==> config.mk <==
export PLATFORM = sky130hd
export DESIGN_NAME = counter_param
export DESIGN_NICKNAME = d
export VERILOG_FILES = /design/src/rtl/counter_pkg.sv /design/src/rtl/counter_param_next.sv /design/src/rtl/counter_param.sv
export SDC_FILE = /design/constraint.sdc
export NUM_CORES = 1
export LEC_CHECK = 0
export CAP_MARGIN = 20
export CORE_AREA = 2 2 39 41
export CTS_CLUSTER_SIZE = 14
export DETAILED_ROUTE_END_ITERATION = 7
export DIE_AREA = 0 0 41 43
export PLACE_DENSITY_LB_ADDON = 0.15
export SYNTH_ARGS = -nofsm -noshare
export SYNTH_HDL_FRONTEND = slang
export SYNTH_SLANG_ARGS = --single-unit
export TNS_END_PERCENT = 20
==> constraint.sdc <==
create_clock -name clk -period 2 [get_ports clk]
set_clock_uncertainty 0.15 [all_clocks]
set_input_delay 0.6 -clock clk [delete_from_list [all_inputs] [get_ports clk]]
set_output_delay 0.6 -clock clk [all_outputs]
set_load 0.02 [all_outputs]
==> src/rtl/counter_pkg.sv <==
// Shared mode encoding for the counter family.
package counter_pkg;

  typedef logic [1:0] mode_t;

  localparam mode_t MODE_UP      = 2'b00;
  localparam mode_t MODE_DN      = 2'b01;
  localparam mode_t MODE_DN_STEP = 2'b10;
  localparam mode_t MODE_LOAD    = 2'b11;

endpackage

==> src/rtl/counter_param_next.sv <==
// Combinational next-count logic: next value, overflow/borrow flag and terminal count.
module counter_param_next
  import counter_pkg::*;
#(
  parameter int unsigned WIDTH    = 4,
  parameter int unsigned STEP     = 3,
  parameter bit          SATURATE = 1'b0
) (
  input  logic             enable,
  input  logic [WIDTH-1:0] q,
  input  mode_t            mode,
  input  logic [WIDTH-1:0] d,
  output logic [WIDTH-1:0] next_q,
  output logic             ovf_brw,
  output logic             tc
);

  localparam logic [WIDTH:0]   StepExt = (WIDTH + 1)'(STEP);
  localparam logic [WIDTH:0]   OneExt  = (WIDTH + 1)'(1);
  localparam logic [WIDTH-1:0] QMax    = '1;

  logic [WIDTH:0]   sum;
  logic [WIDTH-1:0] clamp;

  // One extra bit: carry-out on increment, sign (borrow) on decrement.
  always_comb begin
    sum     = {1'b0, q};
    clamp   = '0;
    ovf_brw = 1'b0;
    unique case (mode)
      MODE_UP: begin
        sum     = {1'b0, q} + OneExt;
        ovf_brw = sum[WIDTH];
        clamp   = QMax;
      end
      MODE_DN: begin
        sum     = {1'b0, q} - OneExt;
        ovf_brw = sum[WIDTH];
      end
      MODE_DN_STEP: begin
        sum     = {1'b0, q} - StepExt;
        ovf_brw = sum[WIDTH];
      end
      MODE_LOAD: begin
        sum = {1'b0, d};
      end
    endcase
    next_q = (SATURATE && ovf_brw) ? clamp : sum[WIDTH-1:0];
    tc     = enable & ovf_brw;
  end

endmodule

==> src/rtl/counter_param.sv <==
// Parametrised mode counter: up, down, down-by-STEP and load, with optional saturation.
module counter_param
  import counter_pkg::*;
#(
  parameter int unsigned WIDTH    = 4,
  parameter int unsigned STEP     = 3,
  parameter bit          SATURATE = 1'b0
) (
  input  logic             clk,
  input  logic             RESET,
  input  logic             ENABLE,
  input  mode_t            MODE,
  input  logic [WIDTH-1:0] D,
  output logic [WIDTH-1:0] Q,
  output logic             RCO,
  output logic             LOAD,
  output logic             TC
);

  logic [WIDTH-1:0] q_q;
  logic             rco_q;
  logic             load_q;
  logic [WIDTH-1:0] next_q;
  logic             ovf_brw;

  counter_param_next #(
    .WIDTH    (WIDTH),
    .STEP     (STEP),
    .SATURATE (SATURATE)
  ) u_next (
    .enable  (ENABLE),
    .q       (q_q),
    .mode    (MODE),
    .d       (D),
    .next_q  (next_q),
    .ovf_brw (ovf_brw),
    .tc      (TC)
  );

  // Reset dominates enable; a disabled edge holds Q and clears both pulses.
  always_ff @(posedge clk) begin
    if (RESET) begin
      q_q    <= '0;
      rco_q  <= 1'b0;
      load_q <= 1'b0;
    end else if (!ENABLE) begin
      rco_q  <= 1'b0;
      load_q <= 1'b0;
    end else begin
      q_q    <= next_q;
      rco_q  <= ovf_brw;
      load_q <= (MODE == MODE_LOAD);
    end
  end

  assign Q    = q_q;
  assign RCO  = rco_q;
  assign LOAD = load_q;

endmodule

==> impl_metrics.toml <==
[global_route]
antenna_found_initial = 0
grt_pass1_vias = 505
grtUsageTotal_pct = 17.3
grt_overflow_total = 0
grt_max_degree = 11
grt_first_pass_wirelength_um = 2100

[sta]
rsz0062_at_grt = "true"
relSlewSlack_pct = 84.2
max_freq_mhz = 446
hold_viol_final = 0
worst_pin_slew_ns = 0.235
period_minus_slack_ns = 2.24
holdWs_ns = 0.405
worst_slack_ns = -0.244
drv_slew = 0
finalSetupViolCount = 1
final.setup.tns_ns = -0.244
fin_crit_sh_pct = 112

[power_and_ir_drop]
p_per_area_nw_per_um2 = 504
p_leak_uw = 0.000371
vdd_drop_max_mv = 0.190
power_uw = 406

[route]
viasPerCell = 5.06
drt_first_pass_iters = 3
highest_layer = "met4"
drt_wl_total_um = 1180
dr_wl_met3_um = 31
first_iter_violations = 10
dr_total_vias = 541
wire_per_inst_um = 11.0
wl_met1_um = 559
route.met2.wl_um = 578
ant_nets = 0
drc = 0

[floorplan]
dieWidth_um = 41
die_area_um2 = 1760
start_util_pct = 33.2
ios = 16
fp.coreArea_um2 = 1380
die_y_um = 43
rows = 14

[setup_path]
cp-end-kind = "output port"
critPathArrivalTime_ns = 1.49
cp_max_fo = 2
ff2ff_setup_slack_ns = 0.57
startpoint_type = "input pin"
worst-setup-path-type = "in2out"
crit_required_ns = 1.25

[cells_and_area]
diodes = 0
stdcell_area_um2 = 806
layout_commonest_cell = "buf_4"
layout_common_cells = "buf_4, clkdlybuf4s50_1, o21ai_0"
nNetsFinal = 104
syn_to_final_growth_pct = 75.5
drive_gt1_share_pct = 38.5

[placement]
place_ws_ns = -1.21
gp_congestion = 0.812
hpwl_um = 912
numPortBuffers = 15
dpl_cell_area_um2 = 742

[run]
cap_violations = 0

[clock_tree]
cts_tree = "built"
cts_buffer_depth = 2
htreeDepth = 1
clk_root_buffer_cell = "clkbuf_4"
clkLatencyLatePin_ns = 0.24
clk_pin_slew_ns = 0.05
hold_buffers = 0
cts_buffers = 3
cts_sinks = 6

[synthesis]
ys_seq_area_share_pct = 26.2
ys_seq_elements = 6
netlist_area_um2 = 459
synth.area.top_cells = "dfxtp_1, ha_1, o21ai_0"
synthesis.nets = 69
synth_top_cell_area_share_pct = 26.2
synth.distinct_cells = 30
synth_area_leader_cell = "dfxtp_1"
netlist_instances = 58
synth_edf_count = 0
ys_warn_count = 0
ys.flop_type = "dfxtp_1"
synth.avg_cell_area_um2 = 7.92
async_reset_ff_share_pct = 0

[hold_path]
hp-class = "reg2reg"

[outcome]
violations = "setup timing"
status = "finished, violations left"
[cells by family (layout without fill, tap and decap cells)]
kind of cell / after synthesis / count (layout) / synth area share (%)
AO/OA/AOI/OAI: 21 / 21 / 33.8
AND/OR/NAND/NOR: 21 / 21 / 24.5
buffers and inverters: 7 / 40 / 7.63
flip-flops: 6 / 6 / 26.2
adder cells (fa/ha/maj): 3 / 3 / 7.90
[synthesized netlist by cell type, drive strengths merged, types with 2 or more instances]
cell     count
dfxtp        6
nand2b       3
ha           2
and2         2
o21ai        5
o2111ai      2
a21oi        2
nor2         3
buf          2
nand2        3
nor2b        2
and3         3
o211ai       2
nand3        3
a211oi       2
inv          4
[worst max-delay path: stages]
cell     delay, ns
buf_8         0.10
or2b_1        0.24
o22ai_2       0.15
a22o_1        0.17
and2_4        0.13
buf_6         0.10
[area by class of cell]
cell class | instances | area (µm²)
Clock buffer | 3 | 22.5
Fill cell | 124 | 578
Inverter | 4 | 15.0
Multi-Input combinational cell | 45 | 323
Sequential cell | 6 | 125
Tap cell | 16 | 20.0
Timing Repair Buffer | 33 | 300
[timing repair]
item	in CTS	in global routing
gates cloned	0	0
resized for setup	24	2
pin swaps	3	2
setup endpoints to repair	5	1
buffers inserted	2	0
[worst paths after layout]
check	from	to	depth (start not counted)
worst max-delay path	MODE[0]	TC	6
worst min-delay path	Q[3]	Q[3]	2
worst max register to register	Q[0]	Q[2]	5
worst min register to register	Q[3]	Q[3]	2
[where the power goes]
group	switching, µW	internal, µW
clock	45.0	68.0
combinational	68.3	89.0
sequential	7.21	129
total	120	286
[metrics by stage]
stage | util (%) | instances
after floorplan | - | 58
after global placement | 53.6 | 102
after detailed placement | 53.6 | 102
after CTS | 58.0 | 107
after global routing | 58.2 | 107
final | 58.2 | 107
[sequential cells by signal (all words and copies together) (netlist names)]
name  flops
Q         4
LOAD      1
RCO       1
[per-layer routing]
| metal | global-route usage, % | vias to the layer above |
|---|---|---|
| met1 | 24.2 | 240 |
| met2 | 24.7 | 11 |
| li1 | - | 288 |
| met5 | 0 | - |
| met4 | 8.00 | 0 |
| met3 | 3.14 | 2 |
Power figures use the tool's default switching activity.
